## src/rtl/s_dlyarb.sv

```systemverilog
// rtl/s_dlyarb.sv - round-robin arbiter sharing one fixed-latency tagged delay pipeline
// Optional burst lock lets one requester keep the pipe for up to BURST beats.
module s_dlyarb #(
  parameter int SIZE  = 8,
  parameter int DELAY = 3,
  parameter int NREQ  = 4,
  parameter int IDW   = 2,
  parameter int BURST = 1
) (
  input  logic                 clk,
  input  logic                 rst_n,
  input  logic                 hold,
  input  logic [NREQ-1:0]      req,
  input  logic [NREQ*SIZE-1:0] req_dat,
  output logic [NREQ-1:0]      gnt,
  output logic                 out_vld,
  output logic [IDW-1:0]       out_id,
  output logic [SIZE-1:0]      out_dat,
  output logic                 busy
);

  localparam int CW = $clog2(BURST + 1);

  logic [IDW-1:0]  ptr_q, ptr_d;
  logic [IDW-1:0]  owner_q, owner_d;
  logic            own_vld_q, own_vld_d;
  logic [CW-1:0]   cnt_q, cnt_d;

  logic [IDW-1:0]  win;
  logic            win_found;
  logic [IDW-1:0]  gnt_id;
  logic            acc;
  logic [SIZE-1:0] acc_dat;

  logic [DELAY-1:0] vld_q, vld_d;
  logic [IDW-1:0]   id_q  [DELAY];
  logic [SIZE-1:0]  dat_q [DELAY];
  logic             busy_q;

  always_comb begin
    win       = '0;
    win_found = 1'b0;
    for (int k = 0; k < NREQ; k++) begin
      if (!win_found && req[(int'(ptr_q) + k) % NREQ]) begin
        win       = IDW'((int'(ptr_q) + k) % NREQ);
        win_found = 1'b1;
      end
    end
  end

  always_comb begin
    gnt       = '0;
    gnt_id    = '0;
    ptr_d     = ptr_q;
    owner_d   = owner_q;
    own_vld_d = own_vld_q;
    cnt_d     = cnt_q;
    if (rst_n && !hold) begin
      if (own_vld_q && req[owner_q]) begin
        gnt[owner_q] = 1'b1;
        gnt_id       = owner_q;
        cnt_d        = cnt_q + CW'(1);
        if (int'(cnt_q) + 1 == BURST) own_vld_d = 1'b0;
      end else begin
        // a lost or finished burst falls straight through to the scan, so no bubble
        own_vld_d = 1'b0;
        if (win_found) begin
          gnt[win] = 1'b1;
          gnt_id   = win;
          ptr_d    = (int'(win) == NREQ - 1) ? '0 : win + IDW'(1);
          if (BURST > 1) begin
            own_vld_d = 1'b1;
            owner_d   = win;
            cnt_d     = CW'(1);
          end
        end
      end
    end
  end

  always_ff @(posedge clk or negedge rst_n) begin
    if (!rst_n) begin
      ptr_q     <= '0;
      owner_q   <= '0;
      own_vld_q <= 1'b0;
      cnt_q     <= '0;
    end else begin
      ptr_q     <= ptr_d;
      owner_q   <= owner_d;
      own_vld_q <= own_vld_d;
      cnt_q     <= cnt_d;
    end
  end

  assign acc     = |(req & gnt);
  assign acc_dat = acc ? req_dat[int'(gnt_id)*SIZE +: SIZE] : '0;

  always_comb begin
    vld_d    = '0;
    vld_d[0] = acc;
    for (int i = 1; i < DELAY; i++) vld_d[i] = vld_q[i-1];
  end

  always_ff @(posedge clk or negedge rst_n) begin
    if (!rst_n) begin
      vld_q  <= '0;
      busy_q <= 1'b0;
      for (int i = 0; i < DELAY; i++) begin
        id_q[i]  <= '0;
        dat_q[i] <= '0;
      end
    end else begin
      vld_q    <= vld_d;
      busy_q   <= |vld_d;
      id_q[0]  <= acc ? gnt_id : '0;
      dat_q[0] <= acc_dat;
      for (int i = 1; i < DELAY; i++) begin
        id_q[i]  <= id_q[i-1];
        dat_q[i] <= dat_q[i-1];
      end
    end
  end

  assign out_vld = vld_q[DELAY-1];
  assign out_id  = id_q[DELAY-1];
  assign out_dat = dat_q[DELAY-1];
  assign busy    = busy_q;

endmodule

```

## config.mk

```make
export PLATFORM = sky130hd
export DESIGN_NAME = s_dlyarb
export DESIGN_NICKNAME = d
export VERILOG_FILES = /design/src/rtl/s_dlyarb.sv
export SDC_FILE = /design/constraint.sdc
export NUM_CORES = 1
export LEC_CHECK = 0
export ABC_AREA = 1
export CAP_MARGIN = 20
export CORE_MARGIN = 2
export CORE_UTILIZATION = 46
export CTS_CLUSTER_DIAMETER = 50
export DETAILED_ROUTE_END_ITERATION = 7
export PLACE_DENSITY = 0.77
export SETUP_SLACK_MARGIN = 0.1
export SLEW_MARGIN = 20
export SYNTH_ARGS = -nofsm -noshare
export SYNTH_HDL_FRONTEND = slang
export SYNTH_SLANG_ARGS = --single-unit
```

## constraint.sdc

```tcl
create_clock -name clk -period 2.6 [get_ports clk]
set_input_delay 0.52 -clock clk [delete_from_list [all_inputs] [get_ports clk]]
set_output_delay 0.52 -clock clk [all_outputs]
set_load 0.05 [all_outputs]
```

==> results by stage, run 1 <==
STA:
- Dividing the final minimum period by the clock period gives 101%.
- Setup violations remaining at the end of the flow were counted as 4.
- Final hold analysis gives a worst-case slack of 0.290 ns.
- Based on the critical path, the design can be clocked at up to 381 MHz.
- The number of slew-limit violations in the final report is 0.
- Setup repair after global routing could not meet its margin everywhere.
- The final hold violation count is 0.
- The worst setup margin is -0.0259 ns.
- At the pin with the least slew margin, the transition time is 0.497 ns.
- The worst pin sits at a relative slew slack of 66.8%.
- The clock period minus worst slack is 2.63 ns.
- The clock arrives with 0.00381 ns of skew.

Setup path:
- The worst setup path is of the flip-flop to output port kind.
- The reg-to-reg critical path endpoint is busy.
- In this design, the largest share of critical-path delay is due to simple AND/OR/NAND/NOR gates.
- Data on the critical path is required at its endpoint by 2.08 ns.
- Tracing the worst setup path back leads to its startpoint at ptr_q[0].
- The number of buffer and inverter instances along the worst setup path is 5.
- The worst register-to-register path has a depth of 16.
- The biggest fanout along the worst timing path is 6.
- The worst setup path is launched from a flip-flop.
- The cell repeated most along the worst path is nand2_2.
- The master of the slowest instance on the critical path is dfrtp_1.
- For this run, the slowest stage of the critical path takes 0.40 ns.
- The critical path crosses 13 cells after its start point.
- In this run the critical register-to-register path is launched from ptr_q[0].
- The most critical setup path has its endpoint at gnt[2].
- Traced cell by cell, the critical path runs through buf_6 -> buf_6 -> nand2_2 -> nand2_2 -> o21ai_4 -> nand3_4 -> nand3_2 -> nand2_2 -> inv_2 -> ha_2 -> inv_2 -> nor2_4 -> buf_12.
- The setup slack of the worst register-to-register path is 0.26 ns.
- The arrival time of data at the critical path endpoint is 2.11 ns.
- STA classifies the critical path endpoint as an output port.

Synthesis:
- After synthesis, the cell types taking the most area are dfrtp_1 44%, inv_1 8.8%, nand2_1 8.2%.
- The flip-flop and latch count after synthesis is 36.
- The synthesized netlist cell count is 236.
- The total of warnings raised by yosys is 0.
- The synthesized netlist occupies a cell area of 2050 um2.
- The top-area cell type share of the netlist area is 43.9%.
- The cell accounting for the most synthesized area is dfrtp_1.
- The average size of a mapped cell is 8.69 um2.
- Counting every net in the synthesized netlist gives 279.
- The sequential-to-total area share from yosys stat is 43.9%.
- The number of different library cells used by synthesis comes to 25.

Clocking:
- Clock tree synthesis found a total of 36 sinks.
- The later pin in the worst-skew pair is clocked with a latency of 0.27 ns.
- The clock passes through at most 2 buffers.
- The number of buffers created by CTS is 5.
- Hold repair after CTS inserted 0 buffers.
- After clock tree synthesis, the clock-pin slew on the worst setup and hold paths is 0.07 ns.
- The H-tree generated during clock tree synthesis spans 2 levels.
- The CTS tree is yes.
- The clock tree root driver cell is clkbuf_8.

Floorplanning:
- The width of the die is 70.8 um.
- Row generation in the floorplan step produced 24 rows.
- The core area is 4320 um2.
- From bottom edge to top edge, the die measures 70.8 um.
- The die area is 5010 um2.
- The initial utilization of the core area, before any placement, comes to 47.4%.
- The total I/O pin count is 55.

Pwr:
- The maximum VDD drop is 0.000725 V.
- The completed layout was analyzed and its total power is 3.57 mW.
- The relative contribution of sequential cells to total power is 21.9%.
- Cell internal power was estimated by the tool at 1.90 mW.
- The power per unit of standard cell area is 1150 nW/um2.
- The analysis attributes to net switching a power of 1.67 mW.
- The combinational group share of total power is 67.1%.
- The fraction of power spent switching nets is 46.7%.
- The part of the power in the clock network is 11.0%.
- The analysis attributes to cell leakage a power of 1.58 nW.

Detailed routing:
- The detailed-route via count is 1726.
- The count of antenna-violating nets left after detailed routing is 0.
- The DRC violation total after the first TritonRoute iteration is 70.
- Before antenna repair, the detailed router went through 4 iterations.
- The highest metal layer with signal wires is met4.
- After detailed routing, the number of vias per cell comes to 4.72.
- After detailed routing, the met2 layer carries 2240 um of wire.
- After detailed routing, the number of remaining DRC violations is 0.
- The routed wire length is 4500 um.
- The met3 wire length is 127 um.
- Dividing the detail-routed wire length by the instance count gives 12.3 um.
- In the final routing, the length of wire on met1 measures 2070 um.

Flow run:
- The max capacitance violation total is 0.

Placed design:
- Including well taps, the total number of placed cells is 340.
- The placed instance area is 2690 um2.
- At the end of routability-driven placement, the weighted congestion stood at 0.867.
- Port buffering added 54 buffers.
- The post-DP HPWL is 3120 um.
- OpenSTA, run right after detailed placement, puts the worst setup slack at -0.255 ns.

Finish:
- Summing all multi-input logic gate instances after layout gives 1010 um2.
- Compared with the post-synthesis result, the final layout area differs by 51.4%.
- After filler insertion, the fill cell instance count of the layout stands at 334.
- The antenna diode count is 0.
- The layout net count is 356.
- After routing the design area is 3110 um2.
- The area of all sequential standard cells is 902 um2.
- The count of non-filler cells in the finished layout is 366.
- Cells with a size suffix above 1 make up 39.2% of the layout.

Run status:
- The final reports fail on negative setup slack.
- The flow ran to the end, but the final reports show violations.

Global routing:
- The first global-routing pass estimated 7400 um of wire.
- The number of antenna violations at the first check in global routing is 0.
- Entering global routing, the biggest net connects 37 pins.
- Global routing used 18.5% of the available tracks across all layers.
- The number of global-route vias before repair came to 1672.
- For this run the aggregate overflow at the end of global routing stands at 0.

Worst hold path:
- The path class of the tightest hold or removal check is primary input to async pin.
flip-flops by register name (all words and copies together), names as in the netlist:
| name | flops |
|---|---|
| dat_q | 16 |
| out_dat | 8 |
| id_q | 4 |
| vld_q | 3 |
| out_id | 2 |
| ptr_q | 2 |
| busy | 1 |
metal layers:
| layer | global-route usage (%) | vias up |
|---|---|---|
| met2 | 29.6 | 43 |
| met1 | 25.9 | 795 |
| met3 | 2.56 | 6 |
| met4 | 6.29 | 0 |
| li1 | - | 882 |
| met5 | 0 | - |
power groups by stage:
stage               Combinational (mW)  Clock [mW]  Sequential [mW]
floorplan                         1.37           0            0.809
global placement                  1.88           0            0.780
detailed placement                1.91           0            0.791
CTS                               2.20       0.403            0.783
global route                      2.58       0.423            0.799
finish                            2.40       0.392            0.781
placed cells by master (no fill, tap or decap), drive strengths merged:
cell type and n:
nor2 13, dfrtp 36, dlygate4sd2 4, ha 4, nand3 26, clkinvlp 1, clkdlybuf4s50 45, inv 51
a21boi 1, nand2 59, nand4 18, buf 37, o21ai 1, a21oi 10, clkbuf 7, a31oi 1
area by class of cell:
class / instances / share of cell area (%)
Multi-Input combinational cell: 133 / 32.5
Clock inverter: 1 / 0.242
Sequential cell: 36 / 29.0
Inverter: 51 / 6.49
Tap cell: 52 / 2.10
Clock buffer: 7 / 2.78
Timing Repair Buffer: 86 / 26.9
timing repair:
item	4_1_cts	5_1_grt
endpoints found under the setup margin	5	12
gates resized for setup	29	30
buffers inserted	16	2
pin swaps	13	7
gates cloned	0	1
kinds of logic (layout without fill, tap and decap cells):
| logic type | after synthesis | count (layout) | share of synthesized area, % |
|---|---|---|---|
| fa+ha+maj | 4 | 4 | 2.44 |
| compound gates | 13 | 13 | 4.64 |
| simple gates | 115 | 116 | 33.3 |
| flops | 36 | 36 | 43.9 |
| buf+inv | 68 | 145 | 15.7 |
through the flow:
stage                     util, %  setup TNS, ns
after floorplan                 -              0
after global placement       62.3          -2.62
after detailed placement     62.3          -2.71
after CTS                    68.3              0
after global routing         71.8         -0.558
final                        71.8        -0.0617
worst min-delay path by stage:
stage | endpoint | start | cells after the start | slack, ns
2_1_floorplan | busy | rst_n | 0 | 0.22
3_3_place_gp | out_dat[3] | dat_q[11] | 0 | 0.33
3_5_place_dp | id_q[3] | id_q[5] | 0 | 0.33
4_1_cts | out_dat[1] | rst_n | 2 | 0.30
5_1_grt | out_dat[3] | rst_n | 2 | 0.33
6_report | out_dat[2] | rst_n | 2 | 0.29
synth_stat cells (all sizes together):
| master | count |
|---|---|
| nand4 | 18 |
| dfrtp | 36 |
| nor2 | 13 |
| inv | 51 |
| o21ai | 1 |
| a21boi | 1 |
| a21oi | 10 |
| ha | 4 |
| clkbuf | 1 |
| buf | 16 |
| nand3 | 25 |
| a31oi | 1 |
| nand2 | 59 |
Note: power is estimated with default switching activity, not from simulation.
==> run 2, diff against run 1 <==
Settings changed: CORE_UTILIZATION 46 to 35, PLACE_DENSITY 0.77 to 0.61.
==> results by stage, run 2 (synthesis gave the netlist of run 1 again) <==
Run status:
- The flow ran to the end, and the final reports show no timing, DRC or antenna violations.

Placed design:
- The placer congestion estimate is 0.764.
- Detailed placement finished with a half-perimeter wire length of 3220 um.
- The placed instance area is 2710 um2.
- Buffers placed on the I/O ports in this run total 54.

Finish:
- Leaving out fill and tap cells, the most frequent cells in the layout are 45 x clkdlybuf4s50_1, 43 x inv_1, 40 x nand2_1.
- The antenna diode count is 0.
- The number of filler cells placed in the layout is 524.
- From synthesis to final layout, the design area changed by 41.4%.
- The most common library cell in the layout ignoring fill and taps is clkdlybuf4s50_1.
- The layout net count is 345.
- The top register by number of flip-flops is dat_q.
- Of the cells placed in the final design, the portion with a size suffix greater than 1 is 29.0%.
- The flip-flop count of the largest register after layout is 16.
- With fillers left out, the area of the finished cells amounts to 2900 um2.

Detailed routing:
- The count of nets left with antenna violations once routing finished came out at 0.
- After detailed routing, the number of remaining DRC violations is 0.
- The routed wire length is 4160 um.
- For this block, the initial DRC count from the detailed router was 71.
- The routed wire length per instance is 11.1 um.
- The detailed-route via count is 1670.
- The via density per instance is 4.45.
- The first-pass detailed-route iteration total is 4.

STA:
- The worst path in the final design needs a cycle of 2.57 ns, including I/O delays and setup.
- The final hold violation count is 0.
- The number of slew-limit violations in the final report is 0.
- The relative slew slack is 65.4%.
- In the finished design, the share of the clock period the worst path needs comes to 99.0%.
- Based on the critical path, the design can be clocked at up to 389 MHz.
- Across all hold checks on the routed design, the worst slack comes to 0.304 ns.
- Setup repair after global routing could not meet its margin everywhere.
- Setup violations remaining at the end of the flow were counted as 0.
- The post-route clock skew is 0.00277 ns.
- The transition time of the tightest slew-check pin is 0.517 ns.

Worst hold path:
- The class of the tightest hold or removal check is primary input to async pin.

Clocking:
- The tree is rooted in a clkbuf_8.
- The longest clock path from root to sink contains 2 buffers.
- The count of H-tree levels built during CTS is 2.
- The CTS tree is yes.
- Clock tree synthesis found a total of 36 sinks.
- After clock tree synthesis, the clock-pin slew on the worst setup and hold paths is 0.07 ns.
- The number of hold buffers added after cts is 0.
- For the worst-skew pair, the clock arrives at the later sink with an insertion delay of 0.27 ns.
- In this run, CTS created clock tree buffers numbering 5.

Global routing:
- The number of antenna violations at the first check in global routing is 0.
- The first global-routing pass estimated 6960 um of wire.
- Entering global routing, the biggest net connects 37 pins.
- The number of global-route vias before repair is 1574.
- Global routing finished with a remaining overflow of 0.
- The all-layer global routing usage is 13.6%.

Setup path:
- The cell repeated most along the worst path is nand2_2.
- STA puts the critical path data arrival time at 2.05 ns.
- Across all register-to-register paths, the minimum setup slack is 0.27 ns.
- The family of cells with the greatest summed delay on the critical path is simple AND/OR/NAND/NOR gates.
- For this design, the slowest cell found on the critical path is dfrtp_2.
- The kind of end point of the critical path is an output port.
- The number of cells on the worst reg-to-reg path is 18.
- The critical path goes through buf_6 -> nand2_1 -> nand2_2 -> nand2_2 -> nand2_4 -> nor2_8 -> nand3_4 -> nand2_4 -> nand2_2 -> inv_1 -> ha_2 -> inv_2 -> nor2_4 -> buf_12.
- The number of buffer and inverter instances along the worst setup path is 4.
- The class of the most critical setup path is flip-flop to output port.
- The biggest fanout along the worst timing path is 5.
- The stage delay of the slowest cell on the critical path is 0.44 ns.
- The critical path crosses 14 cells after its start point.
- The required time of the critical path is 2.08 ns.
- STA classifies the critical path startpoint as a flip-flop.

Floorplanning:
- The number of placement rows is 27.
- The total I/O pin count is 55.
- The floorplan step set the die height to 80.5 um.
- The initial cell density of the core is 36.8%.
- The floorplan step defined a die boundary enclosing 6490 um2.
- The die is 80.5 um wide.
- The core area is 5570 um2.

Pwr:
- Summed over all cells, the static leakage comes to 1.50 nW.
- Across the VDD grid, the largest voltage drop is 0.000674 V.
- Power spread over the standard cell area amounts to 1140 nW/um2.

Flow run:
- The max capacitance violation total is 0.
-- run 2: repair_timing --
action,4_1_cts,5_1_grt
pin swaps,5,0
resized for setup,15,6
setup buffers,5,2
setup endpoints to repair,11,4
gates cloned,0,1
-- run 2: through the flow --
| stage | total power [mW] | setup slack [ns] | util, % | TNS [ns] | cells |
|---|---|---|---|---|---|
| finish | 3.30 | 0.0273 | 52.0 | 0 | 375 |
| global route | 3.55 | -0.109 | 52.0 | -0.393 | 375 |
| CTS | 3.28 | 0.0298 | 51.4 | 0 | 372 |
| detailed placement | 2.69 | -0.305 | 48.6 | -3.35 | 359 |
| global placement | 2.65 | -0.232 | 48.6 | -2.42 | 359 |
| floorplan | 2.18 | 0.115 | - | 0 | 236 |
-- run 2: final timing paths --
path | from | end
max | ptr_q[0] | gnt[3]
min | rst_n | dat_q[21]
max reg2reg | ptr_q[0] | dat_q[16]
min reg2reg | dat_q[18] | dat_q[10]
max in group asynchronous | rst_n | ptr_q[0]
min in group clk | dat_q[18] | dat_q[10]
-- run 2: layout make-up --
type | count | area (um2) | share of cell area [%]
Sequential cell | 36 | 903 | 31.1
Multi-Input combinational cell | 132 | 856 | 29.5
Timing Repair Buffer | 76 | 749 | 25.8
Inverter | 51 | 194 | 6.69
Tap cell | 72 | 90.1 | 3.11
Clock buffer | 6 | 72.6 | 2.50
Clock inverter | 2 | 35.0 | 1.21
-- run 2: power by group --
| group | switching [mW] | total, mW | internal (mW) |
|---|---|---|---|
| sequential | 0.0640 | 0.789 | 0.725 |
| combinational | 1.25 | 2.06 | 0.806 |
| clock | 0.170 | 0.454 | 0.284 |
| total | 1.49 | 3.30 | 1.81 |
-- run 2: per-layer routing --
layer,vias to the layer above,GRT usage [%],wire [um]
met2,46,22.3,2070
li1,852,-,-
met3,0,1.91,189
met5,-,0,0
met4,0,3.39,0
met1,772,18.8,1900
